### src/rtl/bcd_run_ctrl.sv
// bcd_run_ctrl: four-digit BCD run/pause/done counter controlled by start,
// stop and clear levels, advancing on single-cycle tick pulses.
//
// Ports:
//   clk            rising-edge clock
//   reset          synchronous active-high reset; overrides every other input
//   start_i        run request (level): IDLE->RUN, PAUSE->RUN
//   stop_i         pause request (level): RUN->PAUSE, blocks start
//   clear_i        return to IDLE with count 0000, from any state
//   tick_i         count-enable pulse; honoured only in RUN
//   count_o        packed BCD count, [3:0] units .. [15:12] thousands
//   state_o        IDLE=00 RUN=01 PAUSE=10 DONE=11
//   running_o      high iff state is RUN
//   digit_carry_o  bit i pulses when digit i rolls 9->0
//   done_o         one-cycle pulse on entry to DONE
//   wrap_o         one-cycle pulse when count rolls TERM->0000 (AUTO_STOP=0)
//
// Every output is a register. TERM must hold only decimal nibbles (0-9).
module bcd_run_ctrl #(
    parameter logic [15:0] TERM      = 16'h9999,
    parameter bit          AUTO_STOP = 1'b1
) (
    input  logic        clk,
    input  logic        reset,
    input  logic        start_i,
    input  logic        stop_i,
    input  logic        clear_i,
    input  logic        tick_i,
    output logic [15:0] count_o,
    output logic [1:0]  state_o,
    output logic        running_o,
    output logic [3:0]  digit_carry_o,
    output logic        done_o,
    output logic        wrap_o
);

    typedef enum logic [1:0] {
        S_IDLE  = 2'b00,
        S_RUN   = 2'b01,
        S_PAUSE = 2'b10,
        S_DONE  = 2'b11
    } state_t;

    state_t      state_q;
    logic [15:0] count_q;
    logic [3:0]  carry_q;
    logic        done_q;
    logic        wrap_q;
    logic        running_q;

    // BCD +1 of the current count, with the set of digits that rolled 9->0.
    // A carry out of the thousands digit simply falls off the end.
    logic [15:0] count_inc_d;
    logic [3:0]  roll_d;
    logic [3:0]  nines_d;
    logic        c;

    always_comb begin
        count_inc_d = count_q;
        roll_d      = 4'b0000;
        nines_d     = 4'b0000;
        c           = 1'b1;
        for (int i = 0; i < 4; i++) begin
            nines_d[i] = (count_q[4*i +: 4] == 4'd9);
            if (c) begin
                if (nines_d[i]) begin
                    count_inc_d[4*i +: 4] = 4'd0;
                    roll_d[i]             = 1'b1;
                end else begin
                    count_inc_d[4*i +: 4] = count_q[4*i +: 4] + 4'd1;
                    c                     = 1'b0;
                end
            end
        end
    end

    always_ff @(posedge clk) begin
        if (reset) begin
            state_q   <= S_IDLE;
            count_q   <= 16'h0000;
            carry_q   <= 4'b0000;
            done_q    <= 1'b0;
            wrap_q    <= 1'b0;
            running_q <= 1'b0;
        end else begin
            // Pulses default low; only the tick paths below raise them.
            carry_q <= 4'b0000;
            done_q  <= 1'b0;
            wrap_q  <= 1'b0;
            if (clear_i) begin
                state_q   <= S_IDLE;
                count_q   <= 16'h0000;
                running_q <= 1'b0;
            end else begin
                case (state_q)
                    S_IDLE, S_PAUSE: begin
                        if (!stop_i && start_i) begin
                            state_q   <= S_RUN;
                            running_q <= 1'b1;
                        end
                    end
                    S_RUN: begin
                        // A stop wins over a coincident tick: that tick is lost.
                        if (stop_i) begin
                            state_q   <= S_PAUSE;
                            running_q <= 1'b0;
                        end else if (tick_i) begin
                            if (count_q == TERM) begin
                                if (AUTO_STOP) begin
                                    state_q   <= S_DONE;
                                    running_q <= 1'b0;
                                    done_q    <= 1'b1;
                                end else begin
                                    // Digits sitting at 9 are the ones that roll to 0.
                                    count_q <= 16'h0000;
                                    wrap_q  <= 1'b1;
                                    carry_q <= nines_d;
                                end
                            end else begin
                                count_q <= count_inc_d;
                                carry_q <= roll_d;
                            end
                        end
                    end
                    default: ; // DONE: only clear or reset leave
                endcase
            end
        end
    end

    assign count_o       = count_q;
    assign state_o       = state_q;
    assign running_o     = running_q;
    assign digit_carry_o = carry_q;
    assign done_o        = done_q;
    assign wrap_o        = wrap_q;

endmodule

### config.mk
export PLATFORM = sky130hd
export DESIGN_NAME = bcd_run_ctrl
export DESIGN_NICKNAME = d
export VERILOG_FILES = /design/src/rtl/bcd_run_ctrl.sv
export SDC_FILE = /design/constraint.sdc
export NUM_CORES = 1
export LEC_CHECK = 0
export BUFFER_PORTS_ARGS = -buffer_cell sky130_fd_sc_hd__buf_2
export CAP_MARGIN = 10
export CORE_MARGIN = 1.5
export CORE_UTILIZATION = 55
export CTS_CLUSTER_SIZE = 24
export DETAILED_ROUTE_END_ITERATION = 10
export GPL_TIMING_DRIVEN = 0
export MAX_ROUTING_LAYER = met4
export PLACE_DENSITY = 0.8
export RECOVER_POWER = 50
export SLEW_MARGIN = 10
export SYNTH_ARGS = -nofsm -noshare
export SYNTH_HDL_FRONTEND = slang
export SYNTH_SLANG_ARGS = --single-unit
### constraint.sdc
create_clock -name clk -period 4.2 [get_ports clk]
set_input_delay 0.84 -clock clk [delete_from_list [all_inputs] [get_ports clk]]
set_output_delay 0.84 -clock clk [all_outputs]
set_load 0.05 [all_outputs]
# [Word level (Yosys, flattened, before mapping)]
# Cells that the tools add are included.
[totals] reg_bits=24 inputBits=6 output_inout_bits=25 wordCells=63
[op_classes] add_sub_neg=4 n_eq_ne=10 n_mux=21 bitwise=5 n_reduce_logical=14
[ops] op="adder 4 x 1 -> 4 bit (second input constant)" count=4
[ops] op="equality test 16 bit (second input constant)" count=1
[ops] op="equality test 4 bit (second input constant)" count=4
[ops] op="2-to-1 mux 4 bit" count=4
[ops] op="AND reduction 5 bit" count=3
[ops] op="2-to-1 mux 1 bit" count=11
[ops] op="2-to-1 mux 2 bit" count=4
[ops] op="AND reduction 4 bit" count=2
[ops] op="OR reduction 7 bit" count=1
[ops] op="inequality test 3 bit (second input constant)" count=2
[ops] op="OR reduction 6 bit" count=1
[ops] op="inverter 1 bit" count=5
[ops] op="OR reduction 5 bit" count=1
[ops] op="case mux 2 bit (2 select lines)" count=1
[ops] op="OR reduction 2 bit" count=2
[ops] op="equality test 2 x 1 -> 1 bit (second input constant)" count=1
[ops] op="equality test 2 bit (second input constant)" count=1
[ops] op="logical NOT 2 bit" count=1
[ops] op="inequality test 2 bit (second input constant)" count=1
[ops] op="case mux 1 bit (2 select lines)" count=1
[ops] op="nonzero test 2 bit" count=1
[ops] op="logical AND 1 bit" count=1
[ops] op="logical NOT 1 bit" count=1

# [Logic depth before layout (Yosys ltp)]
# Gate-level depths: netlist of the first run.
[logic_depth] depth_word=6 ltp_mapped=6 mapped_depth_nobuf=4

# [Worst setup path after synthesis of the first run]
# Ideal clock, no wire load.
[synth_path] kind="input to register" startpoint="input port stop_i" endpoint="register count_q[14], in the netlist count_o[14]" setup_ps=70 t_arrival_ps=2025 required_ps=4130 slack_ps=2104 stages=5 path_buffers=1 cell_sequence="and4bb_4 nand4_2 buf_6 or4_1 a21oi_1"
[synth_via] elab_chain_cells=2
[synth_lines] element="start, declared" line_no="26" source="input logic stop_i,"
[synth_lines] element="inverter 1 bit (no source line)"
[synth_lines] element="AND reduction 5 bit (no source line)"
[synth_lines] element="end signal, assigned" line_no="120" source="count_q <= count_inc_d;"
[synth_lines] element="end, declared" line_no="45" source="logic [15:0] count_q;"
# Every way passes these cells.
# A chain may end at the register's enable or synchronous reset.

# [Worst setup path after layout of the first run]
# Ends and elaborated chain as after synthesis.

==> results.ini, run 1 <==
[pwr]
max-vdd-ir-drop_uv=189
power_per_cell_area_nw_per_um2=257
static-leakage-power_uw=0.000490

[final_layout]
num_antenna_cells=0
drive_gt1_frac=0.176
most_common_library_cell_in_the_layout_ignoring_fill_and_taps=sky130_fd_sc_hd__dfxtp_1
final_net_count=178
final_cell_mix=24 x sky130_fd_sc_hd__dfxtp_1, 18 x sky130_fd_sc_hd__buf_2, 17 x sky130_fd_sc_hd__clkbuf_1
layout.area.seq_sq_um=480
multiInputGateArea_sq_um=619
fill_cells=187
areaGrowthSynthToFinish_pct=15.3
number_of_standard_cells_in_the_final_layout_excluding_fillers=197

[global_routing]
initial_antenna_violation_count=0
grt_pass1_wl_mm=4.28
grt_max_degree=13
global_route.overflow_total=0
global_route.usage.total=0.233
first_global_vias=1006

[critical_path]
timing.reg2reg.worst_path_depth=5
setup.worst_path.end_class=flop
critical_path_peak_fanout=10
worstPathArrival_ps=2340
cp_data_required_time_ps=4450
crit_type=primary input to flop
critical_path_start_type=primary input
reg2reg_slack_ps=2370

[synth]
post_synth_arst_share=0
synth_edf_count=0
synth.yosys.seq_area_share=0.408
average_cell_area_after_synthesis_sq_um=8.60
ys_types=45
synth_seq_cells=24
post_synth_inst_count=137
synth_top_area_frac=0.408
yosys_warning_count=0
synth_area_leaders=sky130_fd_sc_hd__dfxtp_1 41%, sky130_fd_sc_hd__a21oi_1 5.9%, sky130_fd_sc_hd__nand2_1 3.2%, sky130_fd_sc_hd__o21ai_0 2.5%, sky130_fd_sc_hd__inv_1 2.5%
netlist.top_cell.by_area=sky130_fd_sc_hd__dfxtp_1
mappedNetlistArea_sq_um=1180
ys_dominant_reg_cell=sky130_fd_sc_hd__dfxtp_1

[clock_network]
clock_path_buffers=2
tritoncts_clock_tree=done
cts_hold_buf=0
cts_sinks=24
clk_root_buffer_cell=sky130_fd_sc_hd__clkbuf_4
cts_inserted_buffers=3
insertion_delay_ps=310
htree_levels=1
cts.repair.resized=0
clk_pin_slew_ps=120
cts_post_setup_buffers_inserted=0

[flow_run]
max-cap-violations=0

[drt]
drtIter0Drc=24
routedLengthMet1_mm=1.11
detailroute.via_count=1157
routed_wirelength_mm=2.60
met3WireLength_um=121
detailroute.wirelength.met2_mm=1.32
post_drt_via_cell_ratio=5.87
antenna_violating_nets_post_route=0
wl_per_cell_um=13.2
drcViolationCount=0
top_layer=met4
pre_repair_dr_iteration_count=4

[timing]
final-setup-viol-count=0
rsz0062_at_grt=no
finClkSkew_ps=1.24
fin_crit_ps=2090
final-max-slew-violation-count=0
max_clock_freq_mhz=478
relSlewSlack=0.591
timing.setup.tns_ps=0
post-route-period-util=0.498
timing_worst_slew_pin_value_ps=616
hold_viol=0

[placed_design]
dp_hpwl_mm=1.88
portBuffers=29
gp_congestion=0.779
place_inst=194

[status]
outcome=finished, final reports clean

[die]
core-area_sq_um=1980
die_height_um=49.3
floorplan.initialDensity=0.595
dieArea_sq_um=2430
core.rowCount=16
die_w_um=49.3
ios=31

[worst_hold_path]
hold_path.class=flop to flop
timing.hold.worst_path_depth=2

-- stage by stage --
step	power, uW	setup WS (ps)	util	hold WS [ps]	instance area [sq um]
after CTS	354	2220	0.698	524	1380
after global placement	256	1910	0.687	484	1360
final	349	2110	0.686	529	1360
after floorplan	249	2100	-	695	1180
after detailed placement	256	1880	0.687	502	1360
after global routing	362	2020	0.686	550	1360
-- flip-flops by register name (all words and copies together) (netlist names) --
signal	count
count_o	16
running_o	1
done_o	1
digit_carry_o	4
state_o	2
-- logic make-up (layout without fill, tap and decap cells) --
kind of cell           after synthesis  in the layout  share of synthesized area
AND/OR/NAND/NOR                     57             57                      0.317
XOR/XNOR                             1              1                    0.00743
flip-flops                          24             24                      0.408
buffers and inverters               16             48                     0.0616
AO/OA/AOI/OAI                       38             38                      0.203
other                                1              2                    0.00318
-- worst max-delay path, stage by stage --
cell and delay [ps]:
sky130_fd_sc_hd__clkbuf_1 100, sky130_fd_sc_hd__and4bb_1 430, sky130_fd_sc_hd__nand4_1 180, sky130_fd_sc_hd__buf_6 180
sky130_fd_sc_hd__or4_1 470, sky130_fd_sc_hd__a21oi_1 150
-- report_power, final --
part           switching (uW)  internal, uW  total (uW)
Sequential              0.866           229         230
Combinational            14.5          5.87        20.4
Clock                    65.4          33.6        99.0
Total                    80.8           268         349
-- routing by layer --
| metal | up-vias | global-route usage |
|---|---|---|
| li1 | 574 | - |
| met1 | 540 | 0.268 |
| met2 | 36 | 0.390 |
| met3 | 7 | 0.0399 |
| met4 | 0 | 0.114 |
| met5 | - | - |
-- Yosys cell counts (2+ instances only) --
cell type,number
sky130_fd_sc_hd__and4bb_2,2
sky130_fd_sc_hd__or4_1,3
sky130_fd_sc_hd__inv_1,8
sky130_fd_sc_hd__a21oi_1,14
sky130_fd_sc_hd__clkbuf_1,5
sky130_fd_sc_hd__and3_1,3
sky130_fd_sc_hd__nand2_1,10
sky130_fd_sc_hd__nor3_1,4
sky130_fd_sc_hd__a31oi_1,4
sky130_fd_sc_hd__nand3_1,5
sky130_fd_sc_hd__o31ai_1,3
sky130_fd_sc_hd__dfxtp_1,24
sky130_fd_sc_hd__nor2_1,7
sky130_fd_sc_hd__o21a_1,2
sky130_fd_sc_hd__or3_1,3
sky130_fd_sc_hd__o21ai_0,6
sky130_fd_sc_hd__nor2b_1,2
sky130_fd_sc_hd__nand4_1,3
sky130_fd_sc_hd__nor4_1,2
sky130_fd_sc_hd__a211oi_1,2
-- area by class of cell --
type | instances | area share
sequential | 24 | 0.354
timing repair buffer | 29 | 0.0958
tap | 27 | 0.0249
buffer | 8 | 0.0313
clock buffer | 3 | 0.0166
inverter | 8 | 0.0221
multi-input combinational | 98 | 0.456
-- path summary, 6_finish.rpt --
kind	to	startpoint
setup / recovery	count_o[14]	stop_i
setup reg to reg	count_o[14]	state_o[0]
hold / removal	count_o[5]	count_o[5]
hold reg to reg	count_o[5]	count_o[5]
Note: power is estimated with default switching activity, not from simulation.
==> run 2: changes to the inputs <==
--- a/config.mk
+++ b/config.mk
@@ -8,12 +8,12 @@
 export BUFFER_PORTS_ARGS = -buffer_cell sky130_fd_sc_hd__buf_2
 export CAP_MARGIN = 10
 export CORE_MARGIN = 1.5
-export CORE_UTILIZATION = 55
+export CORE_UTILIZATION = 46
 export CTS_CLUSTER_SIZE = 24
 export DETAILED_ROUTE_END_ITERATION = 10
 export GPL_TIMING_DRIVEN = 0
 export MAX_ROUTING_LAYER = met4
-export PLACE_DENSITY = 0.8
+export PLACE_DENSITY = 0.71
 export RECOVER_POWER = 50
 export SLEW_MARGIN = 10
 export SYNTH_ARGS = -nofsm -noshare
==> constraint.sdc (replaced) <==
create_clock -name clk -period 1.9 [get_ports clk]
set_input_delay 0.38 -clock clk [delete_from_list [all_inputs] [get_ports clk]]
set_output_delay 0.38 -clock clk [all_outputs]
set_load 0.05 [all_outputs]
==> results.ini, run 2 (synthesis gave the netlist of run 1 again) <==
[global_routing]
grt_pass1_wl_mm=4.17  ; was 4.28 mm
first_global_vias=989  ; was 1006
global_route.overflow_total=0  ; unchanged
grt_max_degree=13  ; unchanged
initial_antenna_violation_count=0  ; unchanged
global_route.usage.total=0.204  ; was 0.233

[timing]
rsz0062_at_grt=no  ; unchanged
fin_crit_ps=1770
finalHoldWorstSlack_ps=353  ; was 529 ps
final-max-slew-violation-count=0  ; unchanged
relSlewSlack=0.604  ; was 0.591
max_clock_freq_mhz=564
timing.setup.tns_ps=0  ; unchanged
finClkSkew_ps=6.66  ; was 1.24 ps
final-setup-viol-count=0  ; unchanged
timing_worst_slew_pin_value_ps=596  ; was 616 ps
post-route-period-util=0.934
hold_viol=0  ; unchanged

[pwr]
clock_power_share=0.283  ; was 0.284
total_switching_power_uw=179  ; was 80.8 uW
max-vdd-ir-drop_uv=435  ; was 189 uV
intPower_uw=594  ; was 268 uW
seqPwrFrac=0.658  ; about the same
power_per_cell_area_nw_per_um2=566  ; was 257 nW/um^2
combPwrFrac=0.060  ; was 0.058
netSwitchingFraction=0.232  ; was 0.231
static-leakage-power_uw=0.000479  ; was 0.000490 uW

[clock_network]
insertion_delay_ps=310  ; about the same
cts_sinks=24  ; unchanged
clk_pin_slew_ps=130  ; was 120 ps
cts_hold_buf=0  ; unchanged
cts_post_setup_buffers_inserted=0  ; unchanged
htree_levels=1  ; unchanged
cts_inserted_buffers=3  ; unchanged
clk_root_buffer_cell=sky130_fd_sc_hd__clkbuf_4  ; unchanged
tritoncts_clock_tree=done  ; unchanged
clock_path_buffers=2  ; unchanged
cts.repair.resized=0  ; unchanged

[die]
ios=31  ; unchanged
dieArea_sq_um=2880  ; was 2430 sq um
core-area_sq_um=2450  ; was 1980 sq um
die_height_um=53.6  ; was 49.3 um
die_w_um=53.6  ; was 49.3 um
core.rowCount=18  ; was 16
floorplan.initialDensity=0.480  ; was 0.595

[worst_hold_path]
hold_path.class=primary input to flop  ; was flop to flop

[drt]
post_drt_via_cell_ratio=5.65  ; was 5.87
drcViolationCount=0  ; unchanged
routed_wirelength_mm=2.57  ; was 2.60 mm
antenna_violating_nets_post_route=0  ; unchanged
drtIter0Drc=31  ; was 24
pre_repair_dr_iteration_count=4  ; unchanged
detailroute.via_count=1129  ; was 1157
wl_per_cell_um=12.8  ; was 13.2 um

[final_layout]
num_antenna_cells=0  ; unchanged
areaGrowthSynthToFinish_pct=15.9  ; was 15.3%
final_net_count=178  ; unchanged
final_cell_mix=24 x sky130_fd_sc_hd__clkbuf_1, 22 x sky130_fd_sc_hd__dfxtp_1, 14 x sky130_fd_sc_hd__a21oi_1  ; was 24 x sky130_fd_sc_hd__dfxtp_1, 18 x sky130_fd_sc_hd__buf_2, 17 x sky130_fd_sc_hd__clkbuf_1
largest_register_ff_count=16  ; unchanged
drive_gt1_frac=0.153  ; was 0.176
most_common_library_cell_in_the_layout_ignoring_fill_and_taps=sky130_fd_sc_hd__clkbuf_1  ; was sky130_fd_sc_hd__dfxtp_1

[placed_design]
dp_hpwl_mm=1.86  ; was 1.88 mm
portBuffers=29  ; unchanged
gp_congestion=0.799  ; was 0.779

[status]
outcome=finished, final reports clean  ; unchanged

[critical_path]
worstPathArrival_ps=2010  ; was 2340 ps
worst_path_dominant_cell_family=simple AND/OR/NAND/NOR gates  ; unchanged
crit_type=flop to flop  ; was primary input to flop
critical_path_start_type=flop  ; was primary input
critical_path.max_stage_delay_ps=470  ; about the same
setup.worst_path.end_class=flop  ; unchanged
cp_cell_instances=buf_2, and4b_1, nand4_2, buf_6, or4_1, a21oi_1  ; was clkbuf_1, and4bb_1, nand4_1, buf_6, or4_1, a21oi_1
cp_num_buf_inv=2  ; unchanged
critical_path_peak_fanout=10  ; unchanged
critical-path-slowest-cell=sky130_fd_sc_hd__or4_1  ; unchanged
cp_data_required_time_ps=2140  ; was 4450 ps

[flow_run]
max-cap-violations=0  ; unchanged

## run 2: final timing paths
kind / from / slack [ps] / endpoint / cells past startpoint
worst max register to register: count_o[0] / 130 / count_o[14] / 6
worst min-delay path: tick_i / 350 / state_o[1] / 3
worst max-delay path: count_o[0] / 130 / count_o[14] / 6
worst min register to register: count_o[15] / 530 / count_o[15] / 2
## run 2: worst min-delay path: stages
cell,delay [ps]
sky130_fd_sc_hd__buf_2,120
sky130_fd_sc_hd__nand3_1,60
sky130_fd_sc_hd__a21oi_1,60
## run 2: power by group through the flow
stage / clock (uW) / sequential, uW / combinational, uW
finish: 219 / 508 / 46.2
global route: 246 / 509 / 50.6
CTS: 230 / 508 / 47.2
detailed placement: 0 / 519 / 47.1
global placement: 0 / 519 / 46.4
floorplan: 0 / 530 / 21.9
## run 2: cell type report
class	count	area, sq um
Buffer	8	42.5
Inverter	8	30.0
Sequential cell	24	483
Tap cell	30	37.5
Timing Repair Buffer	29	121
Fill cell	254	1090
Multi-Input combinational cell	98	629
Clock buffer	3	22.5
## run 2: per-layer routing
metal	global-route usage	vias up	routed length [um]
li1	-	574	-
met1	0.251	519	1210
met2	0.331	32	1190
met3	0.0250	4	131
met4	0.0983	0	34
met5	-	-	0
## run 2: through the flow
step | utilization | std cells | power [uW] | cell area (sq um) | setup slack (ps)
floorplan | - | 138 | 552 | 1180 | 11.5
global placement | 0.557 | 197 | 566 | 1370 | 65.0
detailed placement | 0.557 | 197 | 567 | 1370 | 2.31
CTS | 0.566 | 200 | 786 | 1390 | 116
global route | 0.557 | 200 | 806 | 1370 | 16.7
finish | 0.557 | 200 | 773 | 1370 | 125
